`config.mk`:
```
export PLATFORM = sky130hd
export DESIGN_NAME = word_draw_sequencer
export DESIGN_NICKNAME = d
export VERILOG_FILES = /design/src/rtl/pixel_typer_pkg.sv /design/src/rtl/pixel_addr_gen.sv /design/src/rtl/word_draw_sequencer.sv
export SDC_FILE = /design/constraint.sdc
export NUM_CORES = 1
export LEC_CHECK = 0
export BUFFER_PORTS_ARGS = -buffer_cell sky130_fd_sc_hd__clkbuf_2
export CORE_MARGIN = 10
export CORE_UTILIZATION = 45
export CTS_BUF_LIST = sky130_fd_sc_hd__clkbuf_16
export CTS_CLUSTER_DIAMETER = 100
export DETAILED_ROUTE_END_ITERATION = 8
export PLACE_DENSITY = 0.69
export SLEW_MARGIN = 20
export SYNTH_ARGS = -nofsm -noshare
export SYNTH_HDL_FRONTEND = slang
export SYNTH_SLANG_ARGS = --single-unit
```
`constraint.sdc`:
```
create_clock -name clk -period 3.55 [get_ports clk]
set_clock_uncertainty 0.15 [all_clocks]
set_input_delay 0.1775 -clock clk [delete_from_list [all_inputs] [get_ports clk]]
set_output_delay 0.1775 -clock clk [all_outputs]
set_load 0.02 [all_outputs]
```
`src/rtl/pixel_typer_pkg.sv`:
```
// Shared types and defaults for the word drawing sequencer.
package pixel_typer_pkg;

    localparam int MAX_CHARS_DEFAULT = 8;
    localparam int CHAR_W_DEFAULT    = 8;
    localparam int X_W_DEFAULT       = 8;
    localparam int Y_W_DEFAULT       = 7;

    localparam logic [2:0] BLACK = 3'b000;
    localparam logic [2:0] WHITE = 3'b111;

    typedef enum logic [2:0] {
        IDLE   = 3'd0,
        LOAD   = 3'd1,
        FIRE   = 3'd2,
        WAIT   = 3'd3,
        FINISH = 3'd4
    } state_e;

endpackage

```
`src/rtl/pixel_addr_gen.sv`:
```
// Combinational screen address: base + idx*STEP + offset, wrapping at W bits.
module pixel_addr_gen #(
    parameter int W     = 8,
    parameter int IDX_W = 3,
    parameter int STEP  = 8
) (
    input  logic [W-1:0]     base_i,
    input  logic [IDX_W-1:0] idx_i,
    input  logic [2:0]       off_i,
    output logic [W-1:0]     addr_o
);

    // All terms are evaluated at W bits so overflow wraps around the screen.
    assign addr_o = base_i + W'(idx_i) * W'(STEP) + W'(off_i);

endmodule

```
`src/rtl/word_draw_sequencer.sv`:
```
// Draws or erases one word by sequencing the character drawer over each
// character and converting its pixel offsets into absolute VGA writes.
module word_draw_sequencer
    import pixel_typer_pkg::*;
#(
    parameter int MAX_CHARS = MAX_CHARS_DEFAULT,
    parameter int CHAR_W    = CHAR_W_DEFAULT,
    parameter int X_W       = X_W_DEFAULT,
    parameter int Y_W       = Y_W_DEFAULT
) (
    input  logic           clk,
    input  logic           resetn,
    input  logic           start,
    input  logic           delete,
    input  logic [X_W-1:0] word_x,
    input  logic [Y_W-1:0] word_y,
    input  logic [3:0]     word_len,
    output logic [2:0]     char_idx,
    input  logic [4:0]     char_id_in,
    output logic           chr_go,
    output logic [4:0]     chr_id,
    output logic           chr_delete,
    input  logic [2:0]     chr_x_off,
    input  logic [2:0]     chr_y_off,
    input  logic [2:0]     chr_colour,
    input  logic           chr_done,
    output logic [X_W-1:0] vga_x,
    output logic [Y_W-1:0] vga_y,
    output logic [2:0]     vga_colour,
    output logic           vga_plot,
    output logic           busy,
    output logic           done
);

    state_e         state_q, state_d;
    logic [X_W-1:0] base_x_q;
    logic [Y_W-1:0] base_y_q;
    logic [3:0]     len_q;
    logic           del_q;
    logic           first_q;      // first WAIT cycle: drawer's done is still settling
    logic [2:0]     char_idx_q;
    logic [4:0]     chr_id_q;
    logic           chr_go_q;
    logic           chr_delete_q;
    logic [X_W-1:0] vga_x_q;
    logic [Y_W-1:0] vga_y_q;
    logic [2:0]     vga_colour_q;
    logic           vga_plot_q;
    logic           busy_q;
    logic           done_q;

    logic [X_W-1:0] pix_x;
    logic [Y_W-1:0] pix_y;
    logic [3:0]     len_clamped;
    logic           last_char;
    logic           char_fin;

    assign len_clamped = (word_len > 4'(MAX_CHARS)) ? 4'(MAX_CHARS) : word_len;
    assign last_char   = ({1'b0, char_idx_q} == (len_q - 4'd1));
    assign char_fin    = (state_q == WAIT) && !first_q && chr_done;

    pixel_addr_gen #(.W(X_W), .IDX_W(3), .STEP(CHAR_W)) u_addr_x (
        .base_i (base_x_q),
        .idx_i  (char_idx_q),
        .off_i  (chr_x_off),
        .addr_o (pix_x)
    );

    // Rows do not advance per character, so the index term is tied off.
    pixel_addr_gen #(.W(Y_W), .IDX_W(3), .STEP(0)) u_addr_y (
        .base_i (base_y_q),
        .idx_i  (3'd0),
        .off_i  (chr_y_off),
        .addr_o (pix_y)
    );

    // Next-state logic for the character sequencing FSM.
    always_comb begin
        state_d = state_q;
        case (state_q)
            IDLE:    if (start) state_d = (word_len == 4'd0) ? FINISH : LOAD;
            LOAD:    state_d = FIRE;
            FIRE:    state_d = WAIT;
            WAIT:    if (char_fin) state_d = last_char ? FINISH : LOAD;
            FINISH:  state_d = IDLE;
            default: state_d = IDLE;
        endcase
    end

    // State, latched request and all registered outputs.
    always_ff @(posedge clk or negedge resetn) begin
        if (!resetn) begin
            state_q      <= IDLE;
            base_x_q     <= '0;
            base_y_q     <= '0;
            len_q        <= '0;
            del_q        <= 1'b0;
            first_q      <= 1'b0;
            char_idx_q   <= '0;
            chr_id_q     <= '0;
            chr_go_q     <= 1'b0;
            chr_delete_q <= 1'b0;
            vga_x_q      <= '0;
            vga_y_q      <= '0;
            vga_colour_q <= '0;
            vga_plot_q   <= 1'b0;
            busy_q       <= 1'b0;
            done_q       <= 1'b0;
        end else begin
            state_q    <= state_d;
            chr_go_q   <= 1'b0;
            vga_plot_q <= 1'b0;
            done_q     <= 1'b0;
            case (state_q)
                IDLE: if (start) begin
                    base_x_q   <= word_x;
                    base_y_q   <= word_y;
                    len_q      <= len_clamped;
                    del_q      <= delete;
                    busy_q     <= 1'b1;
                    char_idx_q <= '0;
                end
                LOAD: begin
                    chr_id_q     <= char_id_in;
                    chr_delete_q <= del_q;
                    chr_go_q     <= 1'b1;   // visible for the whole FIRE cycle
                end
                FIRE: first_q <= 1'b1;
                WAIT: begin
                    if (first_q) begin
                        first_q <= 1'b0;
                    end else if (!chr_done) begin
                        vga_x_q      <= pix_x;
                        vga_y_q      <= pix_y;
                        vga_colour_q <= del_q ? BLACK : chr_colour;
                        vga_plot_q   <= 1'b1;
                    end else if (!last_char) begin
                        char_idx_q <= char_idx_q + 3'd1;
                    end
                end
                FINISH: begin
                    done_q <= 1'b1;
                    busy_q <= 1'b0;
                end
                default: ;
            endcase
        end
    end

    assign char_idx   = char_idx_q;
    assign chr_go     = chr_go_q;
    assign chr_id     = chr_id_q;
    assign chr_delete = chr_delete_q;
    assign vga_x      = vga_x_q;
    assign vga_y      = vga_y_q;
    assign vga_colour = vga_colour_q;
    assign vga_plot   = vga_plot_q;
    assign busy       = busy_q;
    assign done       = done_q;

endmodule

```
=== Yosys cells after proc, flatten, opt, wreduce, memory -nomap -nowiden ===
Index checks and enable logic that the tools add are counted.

* Flip-flop bits (word level): 55
* Bits in latches: 0
* RAM bits: 0
* Bits in read-only memories: 0
* Input port bits: 38
* Output and inout port bits: 31
* Word-level logic and storage cells: 67
* Memories kept: 0

* $add $sub $neg: 5
* Multiply operators: 0
* Div/mod/pow operators: 0
* Order comparisons: 1
* Equal/unequal tests: 10
* Shift operators: 0
* Muxes and demuxes: 20
* Bitwise logic cells: 2
* Reductions and logical operators: 13

{| class="wikitable"
|+ Operators by type and width
! cell !! number
|-
| 3-bit 2-to-1 mux || 9
|-
| 3-bit one-hot mux with 4 select lines || 1
|-
| 2-bit != test (second input constant) || 5
|-
| 8-bit by 3-bit adder with 8-bit output || 1
|-
| 8-bit by 6-bit adder with 8-bit output || 1
|-
| 7-bit by 3-bit adder with 7-bit output || 1
|-
| 3-bit by 2-bit == test with 1-bit output (second input constant) || 2
|-
| 1-bit 2-to-1 mux || 6
|-
| 3-bit one-hot mux with 2 select lines || 1
|-
| 2-bit AND reduction || 3
|-
| 2-bit nonzero test || 3
|-
| 5-bit AND reduction || 1
|-
| 3-bit by 4-bit == test with 1-bit output || 1
|-
| 4-bit > comparator (second input constant) || 1
|-
| 4-bit zero test || 1
|-
| 4-bit 2-to-1 mux || 1
|-
| 1-bit one-hot mux with 2 select lines || 2
|-
| 4-bit by 1-bit subtractor with 4-bit output (second input constant) || 1
|-
| 3-bit by 1-bit adder with 3-bit output (second input constant) || 1
|-
| 3-bit by 1-bit == test with 1-bit output (second input constant) || 1
|-
| 3-bit == test (second input constant) || 1
|-
| 3-bit zero test || 1
|-
| 3-bit AND reduction || 1
|-
| 1-bit logical AND || 2
|-
| 2 further kinds || 3
|}

=== Depth between registers and ports, before layout ===
* Depth after elaboration: 6
* Depth in mapped cells: 8
* Gate-level depth less buffers: 7

=== Cells and area by module ===
Synthesis repeated with hierarchy kept, for this count alone.

* Cell total of the unflattened synthesis: 286
* Area total of the unflattened synthesis: 2706.3 um^2

{| class="wikitable"
|+ Modules (own cells, without submodules)
! module !! instances !! cells each !! area each (um^2) !! seq. area each (um^2)
|-
| word_draw_sequencer || 1 || 227 || 2239.6 || 1376.3
|-
| pixel_addr_gen (u_addr_x) || 1 || 38 || 289.0 || 0.0
|-
| pixel_addr_gen (u_addr_y) || 1 || 21 || 177.7 || 0.0
|}

=== Least setup slack after synthesis ===
No wires, ideal clock.

* Kind: reg-to-reg
* Start: register base_x_q[0]
* End: register vga_x_q[6], in the netlist vga_x[6]
* Library setup time: 0.129 ns
* Arrival time: 1.652 ns
* Data required time: 3.271 ns
* Path slack: 1.620 ns
* Stages on the path, launching flop included: 8
* Buffers on the path: 0
* Clock period less this slack: 1.930 ns
* Cell sequence: dfrtp_1 ha_1 fa_1 a21o_1 a21o_1 a21oi_1 or4b_1 nand3_1

* Longest elaborated chain between the ends: 2

{| class="wikitable"
|+ Ends and longest elaborated chain
! item !! line !! RTL
|-
| from (decl) || word_draw_sequencer.sv:36 || <nowiki>logic [X_W-1:0] base_x_q;</nowiki>
|-
| from (signal assigned) || word_draw_sequencer.sv:116 || <nowiki>base_x_q <= word_x;</nowiki>
|-
| 8-bit by 6-bit adder with 8-bit output || pixel_addr_gen.sv:14 || <nowiki>assign addr_o = base_i + W'(idx_i) * W'(STEP) + W'(off_i);</nowiki>
|-
| 8-bit by 3-bit adder with 8-bit output || pixel_addr_gen.sv:14 ||
|-
| to (signal assigned) || word_draw_sequencer.sv:133 || <nowiki>vga_x_q <= pix_x;</nowiki>
|-
| to (decl) || word_draw_sequencer.sv:45 || <nowiki>logic [X_W-1:0] vga_x_q;</nowiki>
|}

Every way passes these cells.
A chain may end at the register's enable or synchronous reset.

=== Final worst setup path ===
* Start: register state_q[2]
* End: register vga_x_q[7], in the netlist vga_x[7]

* Longest elaborated chain between the ends: 2

{| class="wikitable"
|+ Ends and longest elaborated chain
! item !! line !! RTL
|-
| from (decl) || word_draw_sequencer.sv:35 || <nowiki>state_e state_q, state_d;</nowiki>
|-
| from (signal assigned) || word_draw_sequencer.sv:110 || <nowiki>state_q <= state_d;</nowiki>
|-
| 3-bit by 2-bit == test with 1-bit output || word_draw_sequencer.sv:114 || <nowiki>case (state_q)</nowiki>
|-
| 3-bit AND reduction (no source line) || - ||
|}

Every way passes these cells.

==> results by group <==
CTS
  – CTS sink count: 55
  – CTS Buf Count: 5
  – Root Driver: sky130_fd_sc_hd__clkbuf_16
  – Maximum clock path buffer count: 2
  – Clk slew on worst S/H paths: 70 ps
  – Post-CTS setup buffers: 0
  – Clock tree from TritonCTS: built
  – Maximum level of the CTS H-tree: 2
  – Insertion delay of the later-clocked pin in the worst-skew pair: between 200 and 300 ps

Critical path
  – Worst path top cell family by delay: simple AND/OR/NAND/NOR gates
  – Critical register-to-register path startpoint: state_q[2]
  – Crit path buffers/inverters: 1
  – Worst R2R Path Depth: 6
  – Arrival @ worst endpoint: 2670 ps
  – Worst reg2reg path endpoint: vga_x[7]
  – Setup crit end kind: flip-flop
  – Crit path cell chain: nand3b_2 -> or3_1 -> inv_1 -> and4b_1 -> a211oi_1 -> nand2_1
  – Worst endpoint required time: 3580 ps
  – CP Launch Type: flip-flop
  – Largest fanout on the critical path: 37
  – CP peak stage delay: roughly 790 ps
  – CP max stage cell: sky130_fd_sc_hd__or3_1
  – Worst R2R Setup Slack: between 900 and 1000 ps
  – Critical path class: reg2reg

Placement
  – DP Worst Slack: 912 ps
  – Global placer's final weighted congestion: 0.769
  – Area after DPL: roughly 0.0031 mm2
  – IO Port Bufs: a little under 70
  – DP Wirelength: 4.64 mm

Die
  – Full die area: about 0.0094 mm2
  – Core Box Area: between 0.005 and 0.006 mm2
  – Starting density of the core: between 40% and 50%
  – Floorplan die height: between 90 and 100 um
  – Count of pins on the block boundary: 69
  – Std cell rows: 27
  – Die extent in x: slightly below 100 um

Detailed routing
  – Overall via count from detail_route: roughly 2200
  – Detail-routed net length per standard cell: 14.1 um
  – Routed Wire Length: 6.12 mm
  – Remaining antenna violation count: 0
  – Number of design-rule violations left by the first detailed-router iteration: 90
  – Number of search-and-repair iterations in the first detailed-routing pass: 4
  – Per-cell via count in the routed design: approximately 5
  – # DRC: 0

Timing
  – Max Clock Freq: 378 MHz
  – Crit share post-route: 74.4%
  – Setup repair after global routing missed its margin: false
  – Total count of max-transition violations in the final report: 0
  – Slew at the pin with the worst max-slew slack: between 1000 and 1500 ps
  – Final critical path time including I/O delays and setup: 2640 ps
  – Worst relative slew slack: between 30 and 40%
  – Post-route setup slack: ~910 ps
  – Final setup TNS: 0 ps
  – Final Hold Vio Count: 1
  – Setup-failing EPs final: 0
  – Worst hold slack: -6.11 ps

Power
  – Standby leakage power: approximately 0.0018 uW
  – Peak supply drop: 0.000356 V
  – Power density cells: approximately 840 mW/mm2

Hold path
  – Destination of the worst hold path: vga_colour[2]
  – Worst hold path stage count: 3
  – Worst Hold Class: in2reg
  – Critical hold path startpoint: chr_colour[2]

Finish
  – Share of final-layout standard cells stronger than drive strength 1: 24.9%
  – Share of the core filled with cells: about three fifths
  – Area growth from synthesis to layout: 30.0%
  – Number of fill cells in the layout: approximately 500
  – Final layout net count: 411
  – Final cell area excluding filler cells: 0.00345 mm2
  – Final antenna diode count: 0

Logic synthesis
  – Part of the Yosys area used for sequential elements: ~52%
  – Count of unique library cells instantiated by Yosys: 44
  – Avg Inst Size Synth: roughly 9.9 um2
  – Flip-flop and latch count after synthesis: 55
  – Yosys warning total: 0
  – Synthesized Nets: 319
  – Netlist area before placement: between 0.002 and 0.003 mm2
  – Gate count of the mapped netlist: approximately 270
  – Leading register cell type out of synthesis: sky130_fd_sc_hd__dfrtp_1
  – EDFF count, synth: 0
  – Fraction of registers with async set/reset: between 90% and 100%

GRT
  – Total routing usage reported by global routing: about an eighth
  – Global-route wire length before repair: about 10 mm
  – Maximum number of pins on one net before global-route repair: between 40 and 50
  – Number of antenna violations at the first check in global routing: 0
  – Global route overflow: 0
  – Number of global-route vias before repair: 2274

Outcome
  – Violated checks: negative hold slack
  – Result of the run: finished, violations left

Run
  – Max-Cap Viols: 0
-- area by class of cell --
class | count | area, um2 | share of cell area [%]
Inverter | 7 | 26.3 | 0.762
Timing Repair Buffer | 95 | 606 | 17.6
Sequential cell | 55 | 1380 | 39.9
Tap cell | 72 | 90.1 | 2.61
Multi-Input combinational cell | 196 | 1200 | 34.9
Clock buffer | 5 | 125 | 3.63
Clock inverter | 3 | 21.3 | 0.617
-- logic make-up after synthesis --
| logic type | count (synthesis) | synth area share, % |
|---|---|---|
| AND/OR/NAND/NOR | 118 | 20.9 |
| flip-flops | 55 | 51.9 |
| AO/OA/AOI/OAI | 45 | 10.4 |
| buffers and inverters | 17 | 2.73 |
| adder cells (fa/ha/maj) | 13 | 6.69 |
| XOR/XNOR | 11 | 3.63 |
| multiplexers | 9 | 3.77 |
-- what timing repair did --
action / 4_1_cts / 5_1_grt
gates resized for setup: 0 / 0
hold endpoints to repair: 64 / 0
hold buffers: 25 / 0
-- worst max-delay path by stage --
stage	start	end	depth (start not counted)
2_1_floorplan	base_x_q[0]	vga_x[6]	7
3_3_place_gp	state_q[2]	vga_x[7]	6
3_5_place_dp	state_q[2]	vga_x[7]	6
4_1_cts	state_q[2]	vga_x[7]	6
5_1_grt	state_q[2]	vga_x[7]	6
6_report	state_q[2]	vga_x[7]	6
-- power breakdown --
part | internal [uW] | switching [uW]
Combinational | 558 | 734
Clock | 262 | 219
Sequential | 905 | 219
-- routing by layer --
layer | global-route usage (%) | wire, um | share of wire [%] | vias up
met4 | 2.82 | 80 | 1.3 | 0
li1 | - | - | - | 1095
met1 | 15.0 | 2680 | 44 | 1012
met2 | 22.2 | 2990 | 49 | 55
met3 | 4.97 | 373 | 6.1 | 9
met5 | 0 | 0 | 0 | -
-- state kept, by name, summed over array words and instances, names as in the netlist --
| register | cells |
|---|---|
| chr_delete | 1 |
| vga_colour | 3 |
| chr_go | 1 |
| chr_id | 5 |
| vga_y | 7 |
| del_q | 1 |
| len_q | 4 |
| state_q | 3 |
| busy | 1 |
| char_idx | 3 |
| base_y_q | 7 |
| base_x_q | 8 |
| done | 1 |
| vga_x | 8 |
| first_q | 1 |
| vga_plot | 1 |
-- worst min-delay path, cell delays in order --
cell and delay (ps):
sky130_fd_sc_hd__clkbuf_2 80, sky130_fd_sc_hd__nand2b_1 50, sky130_fd_sc_hd__o21ai_0 80
-- cell usage in the layout, fill, tap and decap left out, types with 2 or more instances in the layout --
cell type and count:
sky130_fd_sc_hd__inv_1 8, sky130_fd_sc_hd__or2_2 2, sky130_fd_sc_hd__o21ai_0 21, sky130_fd_sc_hd__ha_1 11, sky130_fd_sc_hd__nor4_1 3, sky130_fd_sc_hd__xnor2_1 8, sky130_fd_sc_hd__nor3b_1 5, sky130_fd_sc_hd__clkbuf_2 67
sky130_fd_sc_hd__nand2b_1 4, sky130_fd_sc_hd__dlygate4sd3_1 25, sky130_fd_sc_hd__clkinv_4 2, sky130_fd_sc_hd__dfrtp_1 55, sky130_fd_sc_hd__nor2_1 5, sky130_fd_sc_hd__buf_4 2, sky130_fd_sc_hd__clkbuf_16 5, sky130_fd_sc_hd__nor3_1 4
sky130_fd_sc_hd__nand3b_1 3, sky130_fd_sc_hd__xor2_1 3, sky130_fd_sc_hd__nand3_1 2, sky130_fd_sc_hd__a21oi_1 7, sky130_fd_sc_hd__a21o_1 4, sky130_fd_sc_hd__mux2_2 8, sky130_fd_sc_hd__fa_1 2, sky130_fd_sc_hd__a211o_1 2
sky130_fd_sc_hd__nand2_1 79, sky130_fd_sc_hd__a211oi_1 3
-- cell usage after synthesis, drive strengths merged (5+ instances only) --
cell,count,share of area (%)
ha,11,5.2
clkbuf,8,1.1
nand2,79,11
nor3b,6,1.9
a21oi,7,1.3
o21ai,21,4.0
mux2,8,3.4
dfrtp,55,52
xnor2,8,2.6
nor2,5,0.71
inv,7,0.99
-- metrics by stage --
stage	instances	power, uW
6_report	433	2900
5_1_grt	433	3140
4_1_cts	433	2940
3_5_place_dp	400	2430
3_3_place_gp	400	2390
2_1_floorplan	268	2040
(Power assumes the default switching activity.)
